--- src/rtl/matrix_uart_printer.sv ---
// Streams a packed m x n matrix of 8-bit values to a UART TX byte port
// as decimal text: space-separated elements, CR LF after each row.
//
// Ports:
//   clk, rst_n        clock, async active-low reset
//   start             print request, sampled only when idle
//   matrix_flat       row-major elements, element 0 in bits [7:0]
//   m, n              row and column counts, 1..MAX_DIM
//   tx_data/tx_valid  byte offered to the transmitter
//   tx_ready          transmitter accepts the offered byte
//   busy              print in progress
//   done              pulse after the last LF is accepted
//   error             pulse when the requested size is illegal
module matrix_uart_printer #(
  parameter int          MAX_DIM  = 5,
  parameter logic [7:0]  SEP_CHAR = 8'h20
) (
  input  logic                         clk,
  input  logic                         rst_n,
  input  logic                         start,
  input  logic [MAX_DIM*MAX_DIM*8-1:0] matrix_flat,
  input  logic [2:0]                   m,
  input  logic [2:0]                   n,
  output logic [7:0]                   tx_data,
  output logic                         tx_valid,
  input  logic                         tx_ready,
  output logic                         busy,
  output logic                         done,
  output logic                         error
);

  localparam int         W    = MAX_DIM * MAX_DIM * 8;
  localparam int         IW   = $clog2(MAX_DIM * MAX_DIM);
  localparam int         BW   = IW + 3;
  localparam logic [2:0] LMAX = 3'(MAX_DIM);

  typedef enum logic [2:0] {
    IDLE,
    CONV,
    SEND_DIG,
    SEND_SEP,
    SEND_CR,
    SEND_LF,
    DONE,
    ERR
  } state_t;

  state_t r_state;
  state_t w_next;

  logic [W-1:0] r_mat;
  logic [2:0]   r_m;
  logic [2:0]   r_n;
  logic [2:0]   r_i;
  logic [2:0]   r_j;
  logic [7:0]   r_d0;
  logic [7:0]   r_d1;
  logic [7:0]   r_d2;
  logic [1:0]   r_didx;
  logic [1:0]   r_dlast;

  logic          w_bad;
  logic [IW-1:0] w_idx;
  logic [BW-1:0] w_bit;
  logic [7:0]    w_elem;
  logic [7:0]    w_hun;
  logic [7:0]    w_ten;
  logic [7:0]    w_one;
  logic          w_hs;
  logic          w_last_dig;
  logic          w_more_col;
  logic          w_more_row;

  assign w_bad = (m == 3'd0) || (n == 3'd0) ||
                 (m > LMAX) || (n > LMAX);

  assign w_idx  = IW'(r_i) * IW'(r_n) + IW'(r_j);
  assign w_bit  = {w_idx, 3'b000};
  assign w_elem = r_mat[w_bit +: 8];

  assign w_hun = (w_elem / 8'd100) + 8'h30;
  assign w_ten = ((w_elem / 8'd10) % 8'd10) + 8'h30;
  assign w_one = (w_elem % 8'd10) + 8'h30;

  assign w_hs       = tx_valid && tx_ready;
  assign w_last_dig = (r_didx == r_dlast);
  assign w_more_col = (r_j + 3'd1) < r_n;
  assign w_more_row = (r_i + 3'd1) < r_m;

  always_ff @(posedge clk or negedge rst_n) begin
    if (!rst_n) begin
      r_state <= IDLE;
    end else begin
      r_state <= w_next;
    end
  end

  always_comb begin
    w_next = r_state;
    unique case (r_state)
      IDLE: begin
        if (start) begin
          w_next = w_bad ? ERR : CONV;
        end
      end
      CONV:     w_next = SEND_DIG;
      SEND_DIG: begin
        if (tx_ready && w_last_dig) begin
          w_next = w_more_col ? SEND_SEP : SEND_CR;
        end
      end
      SEND_SEP: if (tx_ready) w_next = CONV;
      SEND_CR:  if (tx_ready) w_next = SEND_LF;
      SEND_LF: begin
        if (tx_ready) begin
          w_next = w_more_row ? CONV : DONE;
        end
      end
      DONE:     w_next = IDLE;
      ERR:      w_next = IDLE;
      default:  w_next = IDLE;
    endcase
  end

  always_comb begin
    tx_data  = 8'h00;
    tx_valid = 1'b0;
    busy     = 1'b0;
    done     = 1'b0;
    error    = 1'b0;
    unique case (r_state)
      IDLE: ;
      CONV: busy = 1'b1;
      SEND_DIG: begin
        busy     = 1'b1;
        tx_valid = 1'b1;
        unique case (r_didx)
          2'd0:    tx_data = r_d0;
          2'd1:    tx_data = r_d1;
          default: tx_data = r_d2;
        endcase
      end
      SEND_SEP: begin
        busy     = 1'b1;
        tx_valid = 1'b1;
        tx_data  = SEP_CHAR;
      end
      SEND_CR: begin
        busy     = 1'b1;
        tx_valid = 1'b1;
        tx_data  = 8'h0D;
      end
      SEND_LF: begin
        busy     = 1'b1;
        tx_valid = 1'b1;
        tx_data  = 8'h0A;
      end
      DONE:    done  = 1'b1;
      ERR:     error = 1'b1;
      default: ;
    endcase
  end

  always_ff @(posedge clk or negedge rst_n) begin
    if (!rst_n) begin
      r_mat   <= '0;
      r_m     <= 3'd0;
      r_n     <= 3'd0;
      r_i     <= 3'd0;
      r_j     <= 3'd0;
      r_d0    <= 8'h00;
      r_d1    <= 8'h00;
      r_d2    <= 8'h00;
      r_didx  <= 2'd0;
      r_dlast <= 2'd0;
    end else begin
      unique case (r_state)
        IDLE: begin
          if (start && !w_bad) begin
            r_mat <= matrix_flat;
            r_m   <= m;
            r_n   <= n;
            r_i   <= 3'd0;
            r_j   <= 3'd0;
          end
        end
        CONV: begin
          // Digits are stored most significant first so
          // SEND_DIG just walks r_didx up to r_dlast.
          r_didx <= 2'd0;
          if (w_elem >= 8'd100) begin
            r_d0    <= w_hun;
            r_d1    <= w_ten;
            r_d2    <= w_one;
            r_dlast <= 2'd2;
          end else if (w_elem >= 8'd10) begin
            r_d0    <= w_ten;
            r_d1    <= w_one;
            r_d2    <= 8'h30;
            r_dlast <= 2'd1;
          end else begin
            r_d0    <= w_one;
            r_d1    <= 8'h30;
            r_d2    <= 8'h30;
            r_dlast <= 2'd0;
          end
        end
        SEND_DIG: begin
          if (w_hs && !w_last_dig) begin
            r_didx <= r_didx + 2'd1;
          end
        end
        SEND_SEP: begin
          if (w_hs) r_j <= r_j + 3'd1;
        end
        SEND_LF: begin
          if (w_hs && w_more_row) begin
            r_i <= r_i + 3'd1;
            r_j <= 3'd0;
          end
        end
        DONE: begin
          r_i <= 3'd0;
          r_j <= 3'd0;
        end
        default: ;
      endcase
    end
  end

endmodule

--- config.mk ---
export PLATFORM = sky130hd
export DESIGN_NAME = matrix_uart_printer
export DESIGN_NICKNAME = d
export VERILOG_FILES = /design/src/rtl/matrix_uart_printer.sv
export SDC_FILE = /design/constraint.sdc
export NUM_CORES = 1
export LEC_CHECK = 0
export CORE_MARGIN = 2
export CORE_UTILIZATION = 50
export CTS_BUF_LIST = sky130_fd_sc_hd__clkbuf_8
export DETAILED_ROUTE_END_ITERATION = 12
export GPL_TIMING_DRIVEN = 0
export PLACE_DENSITY = 0.79
export SYNTH_ARGS = -nofsm -noshare
export SYNTH_HDL_FRONTEND = slang
export SYNTH_SLANG_ARGS = --single-unit
--- constraint.sdc ---
create_clock -name clk -period 7.8 [get_ports clk]
set_input_delay 0.78 -clock clk [delete_from_list [all_inputs] [get_ports clk]]
set_output_delay 0.78 -clock clk [all_outputs]
set_load 0.03 [all_outputs]
==> results of run 1 <==
==> state kept, by name, summed over array words and instances, names as in the netlist, 3 cells and up <==
register / cells
r_m: 3
r_d2: 8
r_d1: 8
r_n: 3
r_j: 3
r_d0: 8
r_state: 3
r_mat: 200
r_i: 3
==> how the worst min path moves through the flow <==
| stage | to | cells past startpoint | start | slack, ns |
|---|---|---|---|---|
| final | r_mat[56] | 1 | rst_n | 0.14 |
| after global routing | r_mat[56] | 1 | rst_n | 0.16 |
| after CTS | r_mat[32] | 1 | rst_n | 0.14 |
| after detailed placement | r_d0[4] | 1 | r_d0[4] | 0.46 |
| after global placement | r_d0[4] | 1 | r_d0[4] | 0.45 |
| after floorplan | r_d0[4] | 1 | r_d0[4] | 0.44 |
==> cell families after synthesis <==
logic type,Yosys count,synth area share [%]
simple gates,219,8.154
buf+inv,100,3.472
mux,287,26.72
flops,243,45.24
compound gates,202,10.88
xor+xnor,27,1.927
fa+ha+maj,37,3.612
==> what timing repair did <==
action,4_1_cts,5_1_grt
pin swaps,19,36
hold endpoints to repair,0,0
setup buffers,17,21
gates resized for setup,70,45
endpoints found under the setup margin,22,9
gates cloned,1,0
==> area by class of cell <==
class                   instances  area, sq um
clock inverters                21        102.6
plain buffers                  61        402.9
flip-flops and latches        243         6085
repair buffers                262         2606
inverters                      35        138.9
clock buffers                  50        688.2
well taps                     341        426.7
multi-input cells             772         7352
fillers                      1931         8836
diodes                          5        12.51
==> layout by cell type (no fill, tap or decap), types with 13 or more instances in the layout <==
cell type / count
sky130_fd_sc_hd__inv_1: 45
sky130_fd_sc_hd__nor2_1: 35
sky130_fd_sc_hd__clkbuf_8: 51
sky130_fd_sc_hd__clkdlybuf4s50_1: 220
sky130_fd_sc_hd__mux4_2: 33
sky130_fd_sc_hd__mux2i_1: 37
sky130_fd_sc_hd__clkbuf_1: 36
sky130_fd_sc_hd__ha_1: 29
sky130_fd_sc_hd__o21ai_0: 35
sky130_fd_sc_hd__a22oi_1: 16
sky130_fd_sc_hd__xnor2_1: 13
sky130_fd_sc_hd__nand3_1: 35
sky130_fd_sc_hd__mux2_2: 207
sky130_fd_sc_hd__dfrtp_1: 240
sky130_fd_sc_hd__a21oi_1: 40
sky130_fd_sc_hd__buf_4: 42
sky130_fd_sc_hd__nand2_1: 68
==> per-stage QoR <==
| stage | instances | utilization, % | setup slack (ns) |
|---|---|---|---|
| 6_report | 1790 | 66.85 | 0.1777 |
| 3_5_place_dp | 1679 | 60.69 | -1.317 |
| 5_1_grt | 1789 | 66.84 | -0.1223 |
| 2_1_floorplan | 1115 | - | 0.03085 |
| 3_3_place_gp | 1677 | 60.47 | -4.237 |
| 4_1_cts | 1766 | 65.38 | 0.005787 |
==> metal layers <==
| metal | up-vias | global-route usage (%) | wire length [um] |
|---|---|---|---|
| met5 | - | 0 | 19 |
| met4 | 2 | 8.355 | 1032 |
| met3 | 64 | 5.994 | 2598 |
| met2 | 408 | 45.17 | 18870 |
| met1 | 5275 | 34.89 | 15650 |
| li1 | 4725 | - | - |
==> worst max-delay path: cells and delay by family, from the launching register on <==
family | cells | cell delay [ns]
AO/OA/AOI/OAI | 12 | 1.97
XOR/XNOR | 1 | 0.09
adder cells (fa/ha/maj) | 7 | 2.60
buffers and inverters | 4 | 0.37
flip-flops | 1 | 0.43
AND/OR/NAND/NOR | 11 | 2.03
==> metrics.log, run 1 <==
INFO  metric rows = 60
INFO  metric max-cap-violations = 0
INFO  metric critPathLaunch = r_i[2]
INFO  metric detailroute.via_count = 10474
INFO  metric pins_over_their_slew_limit = 0
INFO  metric finish.net_count = 1663
INFO  metric worst-path-max-fanout = 7
INFO  metric gp_congestion = 0.9600
INFO  metric layout_cell_share_with_drive_strength_beyond_1 = 31.65%
INFO  metric initial_utilization = 50.44%
INFO  metric place_area = 16180 sq um
INFO  metric cts.clk_slew.worst_paths = 0.07 ns
INFO  metric cts_hold_buffers = 0
INFO  metric rr_worst_depth = 35
INFO  metric hold_ws = 0.1364 ns
INFO  metric timing.critical_path.arrival = 8.09 ns
INFO  metric die_x_extent = 168.0 um
INFO  metric io-pin-count = 222
INFO  metric maxClockFrequency = 131.2 MHz
INFO  metric critPathCapture = r_d1[5]
INFO  metric fp.dieH = 168.0 um
INFO  metric initial_antenna_violation_count = 6
INFO  metric synthDominantAreaCellType = sky130_fd_sc_hd__dfrtp_1
INFO  metric setup_total_negative_slack = 0 ns
INFO  metric later_pin_clock_latency_in_the_skew_report = 0.56 ns
INFO  metric number_of_buffers_inserted_during_clock_tree_synthesis = 41
INFO  metric synth.top_cells.by_count = 243 x sky130_fd_sc_hd__dfrtp_1, 208 x sky130_fd_sc_hd__mux2_2, 73 x sky130_fd_sc_hd__nand2_1
INFO  metric critPathSlowestCell = sky130_fd_sc_hd__fa_2
INFO  metric buffer_ports.inserted = 221
INFO  metric synth.lib_cells_used.distinct = 90
INFO  metric core_region_area = 26650 sq um
INFO  metric synth_area = 13440 sq um
INFO  metric ratio_of_final_minimum_period_to_clock_period = 97.72%
INFO  metric vias_per_cell = 5.851
INFO  metric finalInstanceArea = 17810 sq um
INFO  metric synth-seq-cells = 243
INFO  metric synth_enable_flop_cells = 0
INFO  metric synth_area_leaders = sky130_fd_sc_hd__dfrtp_1 45%, sky130_fd_sc_hd__mux2_2 17%, sky130_fd_sc_hd__mux4_2 5.5%
INFO  metric rsz0062_at_grt = yes
INFO  metric postSynth.topFlopCell = sky130_fd_sc_hd__dfrtp_1
INFO  metric regToRegStartpoint = r_i[2]
INFO  metric netlist.area_leader.share = 45.24%
INFO  metric detail_route.iter0.violations = 807
INFO  metric global_route_usage_sum = 26.86%
INFO  metric cts-root-buf = sky130_fd_sc_hd__clkbuf_8
INFO  metric layout_min_cycle_time = 7.622 ns
INFO  metric tightestPinTransition = 0.7994 ns
INFO  metric startpoint_type = flop
INFO  metric status = finished clean
INFO  metric clk_path_buf_depth = 3
INFO  metric first_global_vias = 10807
INFO  metric setup-violations-final = 0
INFO  metric max_stage_delay = 0.68 ns
INFO  metric r2r_setup_slack = 0.18 ns
INFO  metric regToRegEndpoint = r_d1[5]
INFO  metric syn_avg_cell_area = 12.06 sq um
INFO  metric finalClockSkew = 0.04341 ns
INFO  metric final_hold_viols = 0
INFO  metric hold_path.class = input pin to async pin
INFO  metric clock_tree_from_tritoncts = yes
INFO  metric timing.max_slew.rel_slack = 46.71%
INFO  metric grt_max_degree = 112
INFO  metric synth_most_common_cell = sky130_fd_sc_hd__dfrtp_1
INFO  metric criticalPathCategory = flop to flop
INFO  metric synth_warnings = 0
INFO  metric routed_wl = 38180 um
INFO  metric first_pass_grt_wire_length = 59350 um
INFO  metric route.antenna.remaining_nets = 0
INFO  metric postSynthNetCount = 1362
INFO  metric clock_sink_count = 243
INFO  metric share_of_the_yosys_chip_area_belonging_to_registers = 45.24%
INFO  metric area_delta_synth_final = 32.53%
INFO  metric worst-endpoint-required = 8.27 ns
INFO  metric routedWlPerCell = 21.33 um
INFO  metric fraction_of_registers_with_async_set_reset = 100.0%
INFO  metric first_pass_iters = 5
INFO  metric grt_remaining_overflow = 0
INFO  metric postSynthCellCount = 1115
INFO  metric cts_htree_levels = 2
INFO  metric endpoint_kind = flop
INFO  metric floorplan.die_area = 28210 sq um
INFO  metric number_of_drc_violations_after_detailed_routing = 0
INFO  metric detailed_place_hpwl = 28010 um
Power of run 1 is left out: the tool's default activity adds up to more than one toggle a clock period on the data nets, which glitch-free logic cannot reach.
==> inputs of run 2 (changes only) <==
--- a/config.mk
+++ b/config.mk
@@ -6,11 +6,11 @@
 export NUM_CORES = 1
 export LEC_CHECK = 0
 export CORE_MARGIN = 2
-export CORE_UTILIZATION = 50
+export CORE_UTILIZATION = 56
 export CTS_BUF_LIST = sky130_fd_sc_hd__clkbuf_8
 export DETAILED_ROUTE_END_ITERATION = 12
 export GPL_TIMING_DRIVEN = 0
-export PLACE_DENSITY = 0.79
+export PLACE_DENSITY = 0.83
 export SYNTH_ARGS = -nofsm -noshare
 export SYNTH_HDL_FRONTEND = slang
 export SYNTH_SLANG_ARGS = --single-unit
==> constraint.sdc (replaced) <==
create_clock -name clk -period 8.5 [get_ports clk]
set_input_delay 0.85 -clock clk [delete_from_list [all_inputs] [get_ports clk]]
set_output_delay 0.85 -clock clk [all_outputs]
set_load 0.03 [all_outputs]
==> run 2 against run 1 <==
Effect of this change:
- die area decreased by 10%
- fmax fell by 6.8%
- register-to-register slack gained 0.14 ns
- first-iteration DRC count shrank 9.7%
- non-clock buffer count shrank 19
- global-route usage grew 3.0 points
- setup slack improved by 0.14 ns
- sequential share of layout area increased by 0.93 points
- worst hold slack improved by 0.0053 ns
- cell count decreased by 2.6%
- largest cell class unchanged
==> metrics.log, run 2 (synthesis gave the netlist of run 1 again) <==
INFO  metric met3_usage = 7.111% (was 5.994%)
INFO  metric routedWlPerCell = 21.73 um (was 21.33 um)
INFO  metric criticalPathCategory = flop to flop (unchanged)
INFO  metric buffer_ports.inserted = 221 (unchanged)
INFO  metric layout_common_cells = 241 x sky130_fd_sc_hd__dfrtp_1, 220 x sky130_fd_sc_hd__clkdlybuf4s50_1, 208 x sky130_fd_sc_hd__mux2_2, 73 x sky130_fd_sc_hd__nand2_1, 50 x sky130_fd_sc_hd__clkbuf_8 (was 240 x sky130_fd_sc_hd__dfrtp_1, 220 x sky130_fd_sc_hd__clkdlybuf4s50_1, 207 x sky130_fd_sc_hd__mux2_2, 68 x sky130_fd_sc_hd__nand2_1, 51 x sky130_fd_sc_hd__clkbuf_8)
INFO  metric die_x_extent = 158.9 um (was 168.0 um)
INFO  metric max-cap-violations = 0 (unchanged)
INFO  metric vias_per_cell = 6.050 (was 5.851)
INFO  metric critPathSlowestCell = sky130_fd_sc_hd__dfrtp_2 (was sky130_fd_sc_hd__fa_2)
INFO  metric groute.layer.met1.usage = 37.59% (was 34.89%)
INFO  metric floorplan.die_area = 25260 sq um (was 28210 sq um)
INFO  metric cts.clk_slew.worst_paths = 0.06 ns (was 0.07 ns)
INFO  metric route.antenna.remaining_nets = 0 (unchanged)
INFO  metric max_stage_delay = 0.45 ns (was 0.68 ns)
INFO  metric mostFrequentLayoutCell = sky130_fd_sc_hd__dfrtp_1 (unchanged)
INFO  metric layout_cell_share_with_drive_strength_beyond_1 = 29.70% (was 31.65%)
INFO  metric layout_min_cycle_time = 8.183 ns (was 7.622 ns)
INFO  metric later_pin_clock_latency_in_the_skew_report = 0.57 ns (was 0.56 ns)
INFO  metric rows = 56 (was 60)
INFO  metric global_route_usage_sum = 29.84% (was 26.86%)
INFO  metric detail_route.iter0.violations = 729 (was 807)
INFO  metric first_pass_iters = 9 (was 5)
INFO  metric pins_over_their_slew_limit = 0 (unchanged)
INFO  metric tightestPinTransition = 0.8667 ns (was 0.7994 ns)
INFO  metric nFillCells = 1587 (was 1931)
INFO  metric cts_htree_levels = 2 (unchanged)
INFO  metric finalClockSkew = 0.04520 ns (was 0.04341 ns)
INFO  metric worst-endpoint-required = 8.97 ns (was 8.27 ns)
INFO  metric timing.critical_path.arrival = 8.66 ns (was 8.09 ns)
INFO  metric top_register = r_mat (unchanged)
INFO  metric status = finished clean (unchanged)
INFO  metric routed_wl = 37880 um (was 38180 um)
INFO  metric clk_path_buf_depth = 3 (unchanged)
INFO  metric fp.dieH = 158.9 um (was 168.0 um)
INFO  metric max_ffs_per_register = 200 (unchanged)
INFO  metric gp_congestion = 0.9114 (was 0.9600)
INFO  metric initial_utilization = 57.10% (was 50.44%)
INFO  metric core_region_area = 23540 sq um (was 26650 sq um)
INFO  metric initial_antenna_violation_count = 5 (was 6)
INFO  metric setup_total_negative_slack = 0 ns (unchanged)
INFO  metric io-pin-count = 222 (unchanged)
INFO  metric final_hold_viols = 0 (unchanged)
INFO  metric grt_remaining_overflow = 0 (unchanged)
INFO  metric maxClockFrequency = 122.2 MHz (was 131.2 MHz)
INFO  metric first_global_vias = 10922 (was 10807)
INFO  metric timing.max_slew.rel_slack = 41.61% (was 46.71%)
INFO  metric gr-usage-met2 = 49.58% (was 45.17%)
INFO  metric number_of_drc_violations_after_detailed_routing = 0 (unchanged)
INFO  metric first_pass_grt_wire_length = 59370 um (was 59350 um)
INFO  metric clock_sink_count = 243 (unchanged)
INFO  metric setup-violations-final = 0 (unchanged)
INFO  metric endpoint_kind = flop (unchanged)
INFO  metric finish.net_count = 1644 (was 1663)
INFO  metric detailed_place_hpwl = 27930 um (was 28010 um)
INFO  metric grt_max_degree = 110 (was 112)
INFO  metric worst-path-max-fanout = 11 (was 7)
INFO  metric detailroute.via_count = 10545 (was 10474)
INFO  metric area_delta_synth_final = 29.01% (was 32.53%)
INFO  metric cts_hold_buffers = 0 (unchanged)
INFO  metric startpoint_type = flop (unchanged)
INFO  metric crit_top_cell = sky130_fd_sc_hd__ha_1
INFO  metric cts-root-buf = sky130_fd_sc_hd__clkbuf_8 (unchanged)
INFO  metric hold_path.class = input pin to async pin (unchanged)
INFO  metric clock_tree_from_tritoncts = yes (unchanged)
INFO  metric number_of_buffers_inserted_during_clock_tree_synthesis = 41 (unchanged)
INFO  metric ratio_of_final_minimum_period_to_clock_period = 96.27% (was 97.72%)
INFO  metric top_usage_layer = met2 (unchanged)
-- run 2: cell types whose count changed in the layout (fill, tap and decap cells not counted), moves of 3 or more --
cell / previous run / this run
sky130_fd_sc_hd__ha_4: 4 / 1
sky130_fd_sc_hd__nand2_2: 5 / 0
sky130_fd_sc_hd__inv_1: 45 / 39
sky130_fd_sc_hd__nand2_1: 68 / 73
sky130_fd_sc_hd__a21oi_4: 3 / 0
sky130_fd_sc_hd__ha_1: 29 / 32
sky130_fd_sc_hd__buf_4: 42 / 31
sky130_fd_sc_hd__buf_6: 10 / 5
sky130_fd_sc_hd__buf_8: 7 / 3
-- run 2: worst paths after layout --
path                         start    endpoint  slack [ns]  depth (start not counted)
min                          rst_n      r_m[0]        0.14                          1
min reg2reg                r_d0[4]     r_d0[4]        0.48                          1
min in group clk           r_d0[4]     r_d0[4]        0.48                          1
max reg2reg                 r_i[0]     r_d1[5]        0.32                         40
max in group asynchronous    rst_n  r_mat[194]        7.01                          3
max                         r_i[0]     r_d1[5]        0.32                         40
-- run 2: through the flow --
step | setup slack [ns] | std cells | utilization (%) | instance area [sq um] | hold slack [ns]
3_5_place_dp | -1.432 | 1657 | 68.44 | 16110 | 0.4608
5_1_grt | -0.1403 | 1743 | 73.66 | 17340 | 0.1323
3_3_place_gp | -3.594 | 1655 | 68.19 | 16050 | 0.4615
6_report | 0.3173 | 1743 | 73.66 | 17340 | 0.1417
2_1_floorplan | 0.2537 | 1115 | - | 13440 | 0.4403
4_1_cts | 0.02135 | 1727 | 72.50 | 17070 | 0.1257
-- run 2: layout make-up --
class	count	area, sq um	area share [%]
Clock inverter	17	96.34	0.5556
Inverter	35	133.9	0.7721
Tap cell	319	399.1	2.302
Buffer	63	361.6	2.085
Multi-Input combinational cell	772	7163	41.31
Sequential cell	243	6083	35.08
Timing Repair Buffer	241	2407	13.88
Antenna cell	3	7.507	0.04329
Clock buffer	50	688.2	3.969
-- run 2: critical path: cells and delay by family (launching register included) --
| kind | cells | cell delay (ns) |
|---|---|---|
| XOR/XNOR | 1 | 0.15 |
| buffers and inverters | 8 | 1.47 |
| AND/OR/NAND/NOR | 8 | 1.10 |
| flip-flops | 1 | 0.45 |
| AO/OA/AOI/OAI | 13 | 2.43 |
| multiplexers | 3 | 0.65 |
| adder cells (fa/ha/maj) | 7 | 1.83 |
-- run 2: what timing repair did --
| action | CTS | global route |
|---|---|---|
| setup endpoints to repair | 22 | 9 |
| gates resized for setup | 34 | 43 |
| pin swaps | 3 | 15 |
| buffers inserted | 4 | 14 |
-- run 2: routing by layer --
metal  wire length, um  up-vias
met5                11        -
met1             15110     5335
li1                  -     4687
met2             18690      421
met3              2479      100
met4              1586        2
Power of run 2 is left out for the same reason.
